### src/rtl/prio_enc_pkg.sv
// Shared definitions for the registered priority-encoder arbiter:
// mode encodings and the FSM state type.
package prio_enc_pkg;

  localparam logic MODE_FIXED = 1'b0;
  localparam logic MODE_RR    = 1'b1;

  typedef enum logic {
    IDLE = 1'b0,
    HOLD = 1'b1
  } state_e;

endpackage

### src/rtl/prio_pick.sv
// Combinational pick: fixed priority (highest or lowest index wins) or
// round-robin scan starting at ptr and wrapping N-1 -> 0.
module prio_pick #(
  parameter  int N         = 4,
  parameter  bit HIGH_WINS = 1'b1,
  localparam int W         = $clog2(N)
) (
  input  logic [N-1:0] req,
  input  logic [W-1:0] ptr,
  input  logic         mode,
  output logic [W-1:0] code,
  output logic [N-1:0] onehot,
  output logic         any
);
  import prio_enc_pkg::*;

  logic w_found;

  always_comb begin
    code    = '0;
    onehot  = '0;
    any     = |req;
    w_found = 1'b0;
    if (mode == MODE_RR) begin
      // First set bit at or after ptr, modulo N, wins.
      for (int k = 0; k < N; k++) begin
        if (!w_found && req[(int'(ptr) + k) % N]) begin
          w_found = 1'b1;
          code    = W'((int'(ptr) + k) % N);
          onehot[(int'(ptr) + k) % N] = 1'b1;
        end
      end
    end else if (HIGH_WINS) begin
      for (int i = 0; i < N; i++) begin
        if (req[i]) begin
          code      = W'(i);
          onehot    = '0;
          onehot[i] = 1'b1;
        end
      end
    end else begin
      for (int i = N - 1; i >= 0; i--) begin
        if (req[i]) begin
          code      = W'(i);
          onehot    = '0;
          onehot[i] = 1'b1;
        end
      end
    end
  end

endmodule

### src/rtl/prio_enc_arb.sv
// Registered N-input priority encoder / arbiter. Each pick is held as a token
// behind a valid/ready handshake; the round-robin pointer advances on accept.
module prio_enc_arb #(
  parameter  int N         = 4,
  parameter  bit HIGH_WINS = 1'b1,
  localparam int W         = $clog2(N)
) (
  input  logic         clk,
  input  logic         rst_n,
  input  logic [N-1:0] req_i,
  input  logic         mode_i,
  input  logic         out_ready_i,
  output logic         valid_o,
  output logic [W-1:0] code_o,
  output logic [N-1:0] onehot_o,
  output logic [W-1:0] rr_ptr_o
);
  import prio_enc_pkg::*;

  // Handshake: a result transfers on any edge where valid_o & out_ready_i.
  // While valid_o = 1 and out_ready_i = 0, code_o/onehot_o/valid_o are frozen;
  // out_ready_i is ignored while valid_o = 0.

  state_e       r_state, w_state_nxt;
  logic         r_valid, w_valid_nxt;
  logic [W-1:0] r_code;
  logic [N-1:0] r_onehot;
  logic [W-1:0] r_ptr, w_ptr_nxt, w_ptr_inc, w_pick_ptr;
  logic         w_accept, w_load;
  logic [W-1:0] w_code;
  logic [N-1:0] w_onehot;
  logic         w_any;

  assign w_accept   = r_valid & out_ready_i;
  assign w_ptr_inc  = (r_code == W'(N - 1)) ? '0 : r_code + 1'b1;
  // A back-to-back pick must already see the pointer moved past the accepted code.
  assign w_pick_ptr = w_accept ? w_ptr_inc : r_ptr;

  prio_pick #(
    .N         (N),
    .HIGH_WINS (HIGH_WINS)
  ) u_pick (
    .req    (req_i),
    .ptr    (w_pick_ptr),
    .mode   (mode_i),
    .code   (w_code),
    .onehot (w_onehot),
    .any    (w_any)
  );

  always_comb begin
    w_state_nxt = r_state;
    w_valid_nxt = r_valid;
    w_ptr_nxt   = r_ptr;
    w_load      = 1'b0;
    case (r_state)
      IDLE: begin
        if (w_any) begin
          w_load      = 1'b1;
          w_valid_nxt = 1'b1;
          w_state_nxt = HOLD;
        end
      end
      HOLD: begin
        if (w_accept) begin
          w_ptr_nxt = w_ptr_inc;
          if (w_any) begin
            w_load = 1'b1;
          end else begin
            w_valid_nxt = 1'b0;
            w_state_nxt = IDLE;
          end
        end
      end
      default: begin
        w_valid_nxt = 1'b0;
        w_state_nxt = IDLE;
      end
    endcase
  end

  always_ff @(posedge clk or negedge rst_n) begin
    if (!rst_n) begin
      r_state  <= IDLE;
      r_valid  <= 1'b0;
      r_code   <= '0;
      r_onehot <= '0;
      r_ptr    <= '0;
    end else begin
      r_state <= w_state_nxt;
      r_valid <= w_valid_nxt;
      r_ptr   <= w_ptr_nxt;
      if (w_load) begin
        r_code   <= w_code;
        r_onehot <= w_onehot;
      end
    end
  end

  assign valid_o  = r_valid;
  assign code_o   = r_code;
  assign onehot_o = r_onehot;
  assign rr_ptr_o = r_ptr;

endmodule
### config.mk
export PLATFORM = sky130hd
export DESIGN_NAME = prio_enc_arb
export DESIGN_NICKNAME = d
export VERILOG_FILES = /design/src/rtl/prio_enc_pkg.sv /design/src/rtl/prio_pick.sv /design/src/rtl/prio_enc_arb.sv
export SDC_FILE = /design/constraint.sdc
export NUM_CORES = 1
export LEC_CHECK = 0
export ABC_AREA = 1
export BUFFER_PORTS_ARGS = -buffer_cell sky130_fd_sc_hd__buf_2
export CORE_AREA = 2 2 51 53
export DETAILED_ROUTE_END_ITERATION = 12
export DIE_AREA = 0 0 53 55
export SYNTH_ARGS = -nofsm -noshare
export SYNTH_HDL_FRONTEND = slang
export SYNTH_SLANG_ARGS = --single-unit
### constraint.sdc
create_clock -name clk -period 5.44 [get_ports clk]
set_input_delay 1.36 -clock clk [delete_from_list [all_inputs] [get_ports clk]]
set_output_delay 1.36 -clock clk [all_outputs]
set_load 0.05 [all_outputs]
## Yosys cells after proc, flatten, opt, wreduce, memory -nomap -nowiden

Cells that the tools add are included.

| operators by class | value |
|---|---|
| multiplexer cells | 56 |
| $lt $le $gt $ge | 8 |
| reductions and logical operators | 15 |
| equality and inequality tests | 4 |
| $add $sub $neg | 4 |
| bitwise logic cells | 8 |

Operators with widths:

| kind | count |
|---|---|
| 2-to-1 mux 4 bit | 9 |
| 2-to-1 mux 1 bit | 25 |
| 2-to-1 mux 2 bit | 10 |
| less-than comparator 3 x 4 -> 1 bit (second input constant) | 3 |
| OR 4 bit | 3 |
| greater-or-equal comparator 3 x 1 -> 1 bit (second input constant) | 3 |
| binary-select mux 1 bit (select 2 bit) | 4 |
| demux 1 bit (select 2 bit) | 4 |
| logical AND 1 bit | 7 |
| case mux 1 bit (2 select lines) | 3 |
| OR reduction 2 bit | 3 |
| adder 2 x 1 -> 2 bit (second input constant) | 2 |
| adder 2 bit (second input constant) | 2 |
| inequality test 2 x 1 -> 1 bit (second input constant) | 2 |
| OR reduction 4 bit | 1 |
| bitwise AND 1 bit (first input constant) | 3 |
| zero test 1 bit | 3 |
| less-than comparator 2 x 3 -> 1 bit (second input constant) | 1 |
| 2-to-1 mux 3 bit | 1 |
| AND reduction 3 bit | 1 |
| == test 2 bit (second input constant) | 1 |
| greater-or-equal comparator 2 x 1 -> 1 bit (second input constant) | 1 |
| inequality test 2 bit (second input constant) | 1 |
| bitwise AND 1 bit | 1 |
| inverter 1 bit | 1 |

| storage, ports and cells | value |
|---|---|
| bits of input ports | 8 |
| output and inout bits | 9 |
| register bits | 10 |

## Logic depth before layout (Yosys ltp)

Gate-level depths: netlist (run 1).

| logic depth | value |
|---|---|
| word-level depth | 20 |
| mapped depth | 16 |

## By module

Synthesis (run 1) repeated with hierarchy kept, for this count alone.

| unflattened totals | value |
|---|---|
| cells, all modules | 164 |
| area total of the unflattened synthesis | 1069.8 um^2 |

By module, submodules not included:

| module | cells an instance | area each (um^2) | seq. area each (um^2) | instances |
|---|---|---|---|---|
| prio_pick | 105 | 584.3 | 0.0 | 1 |
| prio_enc_arb | 59 | 485.5 | 250.2 | 1 |

## Least setup slack after synthesis (run 1)

Ideal clock, no wire load.

| path | value |
|---|---|
| kind | in2reg |
| start point | input port out_ready_i |
| end point | register r_code[1], in the netlist code_o[1] |
| stages on the path | 11 |
| buffers on the path | 0 |
| path slack | 2.583 ns |
| arrival | 2.783 ns |
| required time | 5.367 ns |
| path through | nand2_4 > o21ai_4 > inv_2 > ha_1 > nand3_1 > nand2_2 > nor2_8 > nand3_1 > nand3_1 > nand2_1 > a21oi_2 |

| on the way | value |
|---|---|
| cells in the longest elaborated chain, start to end | 18 |
| elaborated cells between the ends (all ways) | 35 |
| those cells by class | 3 x add/sub; 25 x mux; 1 x bitwise; 6 x reduce/logical |

Ends and longest elaborated chain:

| element | line | RTL |
|---|---|---|
| from (decl) | prio_enc_arb.sv:12 | `input logic out_ready_i,` |
| bitwise AND 1 bit (*) | prio_enc_arb.sv:34 | `assign w_accept = r_valid & out_ready_i;` |
| 2-to-1 mux 2 bit (*) | - |  |
| net u_pick.ptr[1] | prio_pick.sv:9 | `input logic [W-1:0] ptr,` |
| parallel branches: the longest is 14 deep, another holds adder 2 x 1 -> 2 bit | - |  |
| 2-to-1 mux 2 bit (*) | prio_pick.sv:27 | `if (!w_found && req[(int'(ptr) + k) % N]) begin` |
| 2-to-1 mux 2 bit (*) | prio_pick.sv:24 | `if (mode == MODE_RR) begin` |
| to (signal assigned) | prio_enc_arb.sv:94 | `r_code <= w_code;` |
| to (decl) | prio_enc_arb.sv:26 | `logic [W-1:0] r_code;` |

Mark *: on every way through the listed nets, which the timed path passes. The select of a mux whose other input is x is not followed.
A chain may end at the register's enable or synchronous reset.

## Worst setup path after layout (run 1)

| path | value |
|---|---|
| start point | input port out_ready_i |
| end point | register r_onehot[3], in the netlist onehot_o[3] |

| on the way | value |
|---|---|
| cells in the longest elaborated chain, start to end | 18 |
| elaborated cells between the ends (all ways) | 67 |
| those cells by class | 3 x add/sub; 8 x order compare; 36 x mux; 7 x bitwise; 13 x reduce/logical |

Ends and longest elaborated chain:

| element | line | RTL |
|---|---|---|
| bitwise AND 1 bit (*) | prio_enc_arb.sv:34 |  |
| 2-to-1 mux 2 bit (*) | - |  |
| net u_pick.ptr[1] | prio_pick.sv:9 |  |
| adder 2 x 1 -> 2 bit / binary-select mux 1 bit (select 2 bit) (equally long branches) | prio_pick.sv:27, prio_pick.sv:30 |  |
| OR reduction 2 bit (no source line) / 2-to-1 mux 1 bit (equally long branches) | - |  |
| bitwise AND 1 bit (no source line) / 2-to-1 mux 1 bit (equally long branches) | - |  |
| less-than comparator 3 x 4 -> 1 bit (implied by the code) (tied with other cells) | prio_pick.sv:30 | `onehot[(int'(ptr) + k) % N] = 1'b1;` |
| logical AND 1 bit (implied by the code) / zero test 1 bit (equally long branches) | prio_pick.sv:30, prio_pick.sv:27 |  |
| (+3 left out) | - |  |
| 2-to-1 mux 4 bit / zero test 1 bit (equally long branches) | prio_pick.sv:27 |  |
| 2-to-1 mux 4 bit / logical AND 1 bit (equally long branches) | prio_pick.sv:24, prio_pick.sv:27 |  |
| OR 4 bit (no source line) / 2-to-1 mux 1 bit (equally long branches) | - |  |
| 2-to-1 mux 4 bit / 2-to-1 mux 1 bit (equally long branches) | prio_pick.sv:27, prio_pick.sv:24 |  |
| 2-to-1 mux 4 bit / zero test 1 bit (equally long branches) | prio_pick.sv:24, prio_pick.sv:27 |  |
| OR 4 bit (no source line) / logical AND 1 bit (equally long branches) | - |  |
| 2-to-1 mux 4 bit (*) | prio_pick.sv:27 |  |
| 2-to-1 mux 4 bit (*) | prio_pick.sv:24 |  |
| to (signal assigned) | prio_enc_arb.sv:95 | `r_onehot <= w_onehot;` |
| to (decl) | prio_enc_arb.sv:27 | `logic [N-1:0] r_onehot;` |

Mark *: on every way through the listed nets, which the timed path passes. The rest lies on a longest branch. The select of a mux whose other input is x is not followed.

==> results by group, run 1 <==
Run status
  • Result of the run: completed

STA
  • Number of setup violations in the final report: 0
  • Final count of hold timing violations: 0
  • Slew Limit Headroom: 80.6%
  • Total negative slack for setup checks: 0 ns
  • Highest attainable clock frequency: 0.344 GHz
  • Clock Skew: 0.000436 ns
  • Post-layout min period: 2.91 ns
  • Period utilisation layout: 53.5%
  • Setup repair after global routing missed its margin: false
  • Worst slew pin tran: 0.290 ns
  • Worst setup margin: 2.53 ns
  • Final Max Tran Viols: 0

Global route
  • Maximum number of pins on one net before global-route repair: 11
  • Global-route wire length before repair: 4300 um
  • Grt total ovfl: 0
  • Via count of the first global-routing pass: 975
  • Number of antenna violations at the first check in global routing: 0
  • Tot GR Track Use: 20.4%

Yosys
  • Synth Net Count: 173
  • Number of instances in the synthesized netlist: 161
  • Cell area after synthesis: 0.00103 mm2
  • Number of warning messages in the yosys log: 0
  • Synthesized flop and latch total: 10
  • Average cell area after synthesis: 6.39 um2
  • Cell variety after synth: 21
  • Sequential cell area fraction in the yosys report: 24.3%

Power
  • Static Leakage: 0.666 nW
  • Max rail drop VDD: 297 uV
  • Switching power as a share of total power: 60.2%
  • Internal power: 329 uW
  • Pwr/cell area: 703 mW/mm2
  • Proportion of power drawn by combinational gates: 76.2%
  • Clock group share of total power: 8.1%
  • Switching power summed over all nets: 498 uW
  • Flop pwr share: 15.7%

Routing
  • Routed wire length: 2490 um
  • Via Count: 1,046
  • Post-DR vias/cell: 4.98
  • Count of routing violations after the opening detailed-route iteration: 20
  • Avg WL per Cell: 11.9 um
  • DRC violation count after routing: 0
  • Number of search-and-repair iterations in the first detailed-routing pass: 4
  • DRT antenna net count: 0

Place
  • Dpl ws: 2.27 ns
  • Hpwl dp: 2080 um
  • Routability cong.: 0.816
  • I/O Buffers: 16

Final layout
  • Filler cell count in the final layout: 260
  • Post-layout net count: 193
  • Layout cell share with drive strength beyond 1: 24.4%
  • Growth of design area from synthesis to finish: 14.5%
  • Total inserted antenna cells: 0

CTS
  • Number of gates resized after CTS: 0
  • CTS tree: done
  • Post-CTS setup repair buffer count: 0
  • Root buf cell: clkbuf_4
  • Clock-pin slew reported for the worst setup and hold paths after clock tree synthesis: 0.07 ns
  • Clock latency on the worst-skew pair: 0.26 ns
  • Clock tree buffer depth: 2
  • H-tree depth: 1
  • # clock sinks: 10
  • Num CTS Buffers: 3
  • Hold_buf cts: 0

Run
  • Max capacitance violation total: 0

Hold path
  • Worst hold path class: reg2reg

Setup path
  • Critical Path Source Type: input pin
  • CP most frequent cell: nand2_1
  • Maximum fanout along the worst path: 9
  • Count of buffer and inverter cells on the critical path: 3
  • List of cells traversed by the critical path: buf_2 -> nand2_4 -> o21ai_4 -> inv_2 -> ha_1 -> inv_1 -> nand3_1 -> nand2_2 -> nor2_8 -> nand2_2 -> nor2_1 -> nor2_1 -> nand2_1 -> nand2_1 -> nand2_1
  • Largest delay share family, worst path: simple AND/OR/NAND/NOR gates
  • Data arrival time of the critical path: 3.07 ns
  • Largest stage delay on the critical path: 0.34 ns
  • Worst path required time: 5.60 ns
  • Worst-path cell with the longest stage delay: ha_1
  • Critical path endpoint category: flop
  • Classification of the worst setup path: in2reg

Floorplan
  • Die Wd: 53 um
  • Effective utilization at floorplan: 43.5%
  • Area of the placeable core: 0.00236 mm2
  • Die outline height: 55 um
  • Die footprint: 0.00292 mm2
  • Number of rows created at floorplan: 18
  • Count of pins on the block boundary: 17
## through the flow
stage / std cells / area, um2 / util [%] / total power, mW / hold WS, ns
after global routing: 210 / 1180 / 49.8 / 0.904 / 0.511
after floorplan: 161 / 1030 / - / 0.636 / 0.450
final: 210 / 1180 / 49.8 / 0.827 / 0.478
after global placement: 206 / 1140 / 48.3 / 0.754 / 0.462
after CTS: 210 / 1180 / 49.8 / 0.830 / 0.481
after detailed placement: 206 / 1140 / 48.3 / 0.759 / 0.461
## final cells by class
| cell class | count | area (um2) | share of cell area [%] |
|---|---|---|---|
| Multi-Input combinational cell | 128 | 689 | 58.6 |
| Sequential cell | 10 | 250 | 21.3 |
| Inverter | 22 | 83.8 | 7.12 |
| Timing Repair Buffer | 16 | 80.1 | 6.80 |
| Tap cell | 30 | 37.5 | 3.19 |
| Clock buffer | 4 | 36.3 | 3.08 |
## kinds of logic after synthesis
family / Yosys count / synth area share, %
compound gates: 14 / 9.49
fa+ha+maj: 4 / 4.87
buf+inv: 23 / 8.64
flops: 10 / 24.3
simple gates: 110 / 52.7
## state kept, by name (all words and copies together) (netlist names)
register,cells
code_o,2
onehot_o,4
r_state,1
rr_ptr_o,2
valid_o,1
## per-layer routing
layer  GRT usage, %  wire length, um  vias to the layer above  share of wire (%)
li1               -                -                      553                  -
met1           26.8             1220                      474                 49
met2           33.1             1180                       17                 47
met3           3.49               73                        2                2.9
met4           8.55               20                        0               0.80
met5              0                0                        -                  0
## power by group through the flow
stage | logic, mW | clock network (mW) | registers (mW)
after floorplan | 0.397 | 0 | 0.238
after global placement | 0.623 | 0 | 0.130
after detailed placement | 0.629 | 0 | 0.131
after CTS | 0.630 | 0.0696 | 0.130
after global routing | 0.696 | 0.0725 | 0.135
final | 0.630 | 0.0672 | 0.130
## cell usage in the layout, fill, tap and decap left out, drive strengths merged
master,Yosys,routed
ha,4,4
a21oi,8,8
a21boi,1,1
inv,21,21
o21ai,3,3
clkinv,1,1
nand3,32,32
buf,1,16
nand2,58,58
a31oi,2,2
nor2,20,20
dfrtp,10,10
clkbuf,0,4
## synth_stat cells
master    instances  area share (%)
nand2_2           7             4.3
nor2_1           17             6.2
nor2_8            1             1.9
a21oi_2           3             2.6
nor2_4            1             1.1
inv_2             2            0.73
nand2_4           4             4.4
a21oi_1           5             2.4
nand3_2           3             2.9
ha_1              4             4.9
clkinv_2          1            0.49
buf_2             1            0.49
nand2_1          47              17
a21boi_0          1            0.73
a31oi_1           2             1.2
nand3_1          29              14
inv_1            19             6.9
dfrtp_1          10              24
nor2_2            1            0.61
o21ai_4           1             1.6
o21ai_0           2            0.97
## worst reg2reg max path, cell delays in order (launching register included)
cell,delay [ns]
dfrtp_1,0.43
ha_1,0.36
o21ai_4,0.29
inv_2,0.12
ha_1,0.34
inv_1,0.09
nand3_1,0.10
nand2_2,0.14
nor2_8,0.07
nand2_2,0.06
nor2_1,0.04
nor2_1,0.10
nand2_1,0.08
nand2_1,0.06
nand2_1,0.05
## final timing paths
kind                                               from                       to  slack (ns)  cells after the start
worst max register to register    code_o[0]$_DFFE_PN0P_  onehot_o[3]$_DFFE_PN0P_        2.99                     14
max in group asynchronous                         rst_n  rr_ptr_o[1]$_DFFE_PN0P_        4.30                      1
worst min register to register  onehot_o[0]$_DFFE_PN0P_  onehot_o[0]$_DFFE_PN0P_        0.48                      2
worst min-delay path            onehot_o[0]$_DFFE_PN0P_  onehot_o[0]$_DFFE_PN0P_        0.48                      2
min in group asynchronous                         rst_n  onehot_o[3]$_DFFE_PN0P_        0.95                      1
worst max-delay path                        out_ready_i  onehot_o[3]$_DFFE_PN0P_        2.53                     15
Note: power is estimated with default switching activity, not from simulation.
==> run 2: changes to the inputs <==
- clock period: 5.44 -> 2.71 ns (I/O delays scaled with it)
==> run 2 against run 1 <==
Effect of this change:
- sequential power rose by 100%
- clock skew is 0.00056 ns higher
- via count down 1.4%
- count of clock-buffer cells in the layout is the same
- register-to-register slack worse by 2.7 ns
- worst setup slack got worse by 2.3 ns
- worst hold slack got worse by 0.22 ns
- critical endpoint is now onehot_o[1]$_DFFE_PN0P_
- largest cell class unchanged
- largest power group unchanged
==> results by group, run 2 (synthesized netlist as in run 1, its figures left out) <==
Run status
  • Result of the run: completed (unchanged)

STA
  • Worst setup margin: 0.244 ns (was 2.53 ns)
  • Setup repair after global routing missed its margin: false (unchanged)
  • Highest attainable clock frequency: 0.405 GHz
  • Final Max Tran Viols: 0 (unchanged)
  • Hold_ws: 0.257 ns (was 0.478 ns)
  • Worst slew pin tran: 0.297 ns (was 0.290 ns)
  • Number of setup violations in the final report: 0 (unchanged)
  • Total negative slack for setup checks: 0 ns (unchanged)
  • Slew Limit Headroom: 80.2% (was 80.6%)
  • Final count of hold timing violations: 0 (unchanged)
  • Period utilisation layout: 91.0%
  • Post-layout min period: 2.47 ns
  • Clock Skew: 0.000994 ns (was 0.000436 ns)

Setup path
  • Count of buffer and inverter cells on the critical path: 2 (was 3)
  • Critical path endpoint category: flop (unchanged)
  • CP most frequent cell: nand3_1 (was nand2_1)
  • Data arrival time of the critical path: 2.67 ns (was 3.07 ns)
  • Critical Path Source Type: flop (was input pin)
  • Classification of the worst setup path: reg2reg (was in2reg)
  • Largest delay share family, worst path: adder cells (was simple AND/OR/NAND/NOR gates)
  • Largest stage delay on the critical path: 0.44 ns (was 0.34 ns)
  • Maximum fanout along the worst path: 9 (unchanged)
  • List of cells traversed by the critical path: ha_1 -> o21ai_4 -> inv_2 -> ha_1 -> inv_1 -> nand3_1 -> nand2_2 -> nor2_8 -> nand3_1 -> nand3_1 -> nand2_1 -> a21oi_2 (was buf_2 -> nand2_4 -> o21ai_4 -> inv_2 -> ha_1 -> inv_1 -> nand3_1 -> nand2_2 -> nor2_8 -> nand2_2 -> nor2_1 -> nor2_1 -> nand2_1 -> nand2_1 -> nand2_1)
  • Reg2reg path depth: 12 (was 14)
  • Register-to-register path setup slack: 0.24 ns (was 2.99 ns)
  • FF-to-FF End: onehot_o[1]$_DFFE_PN0P_ (was onehot_o[3]$_DFFE_PN0P_)
  • Path length in cells of the critical path: 12 (was 15)
  • Worst-path cell with the longest stage delay: dfrtp_1 (was ha_1)
  • Worst Setup EP: onehot_o[1]$_DFFE_PN0P_ (was onehot_o[3]$_DFFE_PN0P_)
  • Worst path required time: 2.91 ns (was 5.60 ns)
  • Critical path origin: code_o[0]$_DFFE_PN0P_ (was out_ready_i)
  • FF-to-FF Start: code_o[0]$_DFFE_PN0P_ (unchanged)

Global route
  • Tot GR Track Use: 19.6% (was 20.4%)
  • Global-route wire length before repair: 4150 um (was 4300 um)
  • Global-route met3 utilization: 2.15% (was 3.49%)
  • Global routing met1 resource utilization: 26.3% (was 26.8%)
  • Global route hottest layer: met2 (unchanged)
  • Via count of the first global-routing pass: 978 (was 975)
  • Maximum number of pins on one net before global-route repair: 11 (unchanged)
  • Number of antenna violations at the first check in global routing: 0 (unchanged)
  • Grt total ovfl: 0 (unchanged)
  • Met2 global-route usage: 32.5% (was 33.1%)

CTS
  • Root buf cell: clkbuf_4 (unchanged)
  • Num CTS Buffers: 3 (unchanged)
  • CTS tree: done (unchanged)
  • Number of gates resized after CTS: 0 (unchanged)
  • Hold_buf cts: 0 (unchanged)
  • Clock latency on the worst-skew pair: 0.27 ns (was 0.26 ns)
  • H-tree depth: 1 (unchanged)
  • # clock sinks: 10 (unchanged)
  • Clock tree buffer depth: 2 (unchanged)
  • Clock-pin slew reported for the worst setup and hold paths after clock tree synthesis: 0.07 ns (about the same)
  • Post-CTS setup repair buffer count: 0 (unchanged)

Final layout
  • Most common cell after layout, fill and taps aside: nand2_1 (unchanged)
  • Post-layout net count: 193 (unchanged)
  • Layout Utilization: 49.8% (unchanged)
  • Most frequent cells in the layout: nand2_1, nand3_1, inv_1 (unchanged)
  • Growth of design area from synthesis to finish: 14.5% (unchanged)
  • Final cell area excluding filler cells: 0.00118 mm2 (unchanged)
  • Total inserted antenna cells: 0 (unchanged)
  • Number of flip-flops in the largest register: 4 (unchanged)
  • Final standard cell count with taps included and fillers excluded: 210 (unchanged)
  • Layout cell share with drive strength beyond 1: 24.4% (unchanged)

Floorplan
  • Area of the placeable core: 0.00236 mm2 (unchanged)
  • Die outline height: 55 um (unchanged)
  • Die Wd: 53 um (unchanged)
  • Count of pins on the block boundary: 17 (unchanged)
  • Die footprint: 0.00292 mm2 (unchanged)
  • Number of rows created at floorplan: 18 (unchanged)
  • Effective utilization at floorplan: 43.5% (unchanged)

Hold path
  • Worst hold path class: in2async (was reg2reg)

Power
  • Overall Power: 1.66 mW (was 827 uW)
  • Max rail drop VDD: 622 uV (was 297 uV)
  • Static Leakage: 0.666 nW (unchanged)
  • Pwr/cell area: 1410 mW/mm2 (was 703 mW/mm2)

Routing
  • Post-DR vias/cell: 4.91 (was 4.98)
  • Via Count: 1,031 (was 1,046)
  • Avg WL per Cell: 11.6 um (was 11.9 um)
  • Routed wire length: 2450 um (was 2490 um)
  • Number of search-and-repair iterations in the first detailed-routing pass: 4 (unchanged)
  • DRC violation count after routing: 0 (unchanged)
  • DRT antenna net count: 0 (unchanged)
  • Count of routing violations after the opening detailed-route iteration: 27 (was 20)

Place
  • Placed Cells incl. Taps: 206 (unchanged)
  • Placement Cell Area: 0.00114 mm2 (unchanged)
  • Hpwl dp: 2030 um (was 2080 um)
  • Routability cong.: 0.816 (unchanged)
  • I/O Buffers: 16 (unchanged)
  • Dpl ws: 0.229 ns (was 2.27 ns)

Run
  • Max capacitance violation total: 0 (unchanged)
-- run 2: cell counts in the layout (fill, tap and decap cells not counted) --
No cell type changed its count.
-- run 2: layout make-up --
class	count	area, um2
fill	244	1190
multi-input combinational	128	689
sequential	10	250
inverter	22	83.8
timing repair buffer	16	80.1
tap	30	37.5
clock buffer	4	36.3
-- run 2: layer usage --
| layer | vias to the layer above | part of all wire, % |
|---|---|---|
| met2 | 21 | 47 |
| met1 | 455 | 48 |
| met4 | 0 | 1.3 |
| met5 | - | 0 |
| met3 | 4 | 3.3 |
| li1 | 551 | - |
-- run 2: worst min-delay path by stage --
| stage | from | slack [ns] | cells after the start | end |
|---|---|---|---|---|
| floorplan | rst_n | 0.38 | 0 | code_o[0]$_DFFE_PN0P_ |
| global placement | onehot_o[0]$_DFFE_PN0P_ | 0.46 | 2 | onehot_o[0]$_DFFE_PN0P_ |
| detailed placement | onehot_o[0]$_DFFE_PN0P_ | 0.46 | 2 | onehot_o[0]$_DFFE_PN0P_ |
| CTS | rst_n | 0.27 | 1 | valid_o$_DFFE_PN0P_ |
| global route | rst_n | 0.27 | 1 | onehot_o[1]$_DFFE_PN0P_ |
| finish | rst_n | 0.26 | 1 | onehot_o[1]$_DFFE_PN0P_ |
-- run 2: where the power goes --
| group | switching (mW) | internal (mW) |
|---|---|---|
| Sequential | 0.0504 | 0.211 |
| Combinational | 0.891 | 0.367 |
| Clock | 0.0554 | 0.0816 |
| Total | 0.996 | 0.660 |
-- run 2: worst reg2reg max path, stage by stage (launching register included) --
cell     delay [ns]
dfrtp_1        0.44
ha_1           0.36
o21ai_4        0.30
inv_2          0.12
ha_1           0.34
inv_1          0.06
nand3_1        0.09
nand2_2        0.11
nor2_8         0.18
nand3_1        0.09
nand3_1        0.12
nand2_1        0.07
a21oi_2        0.12
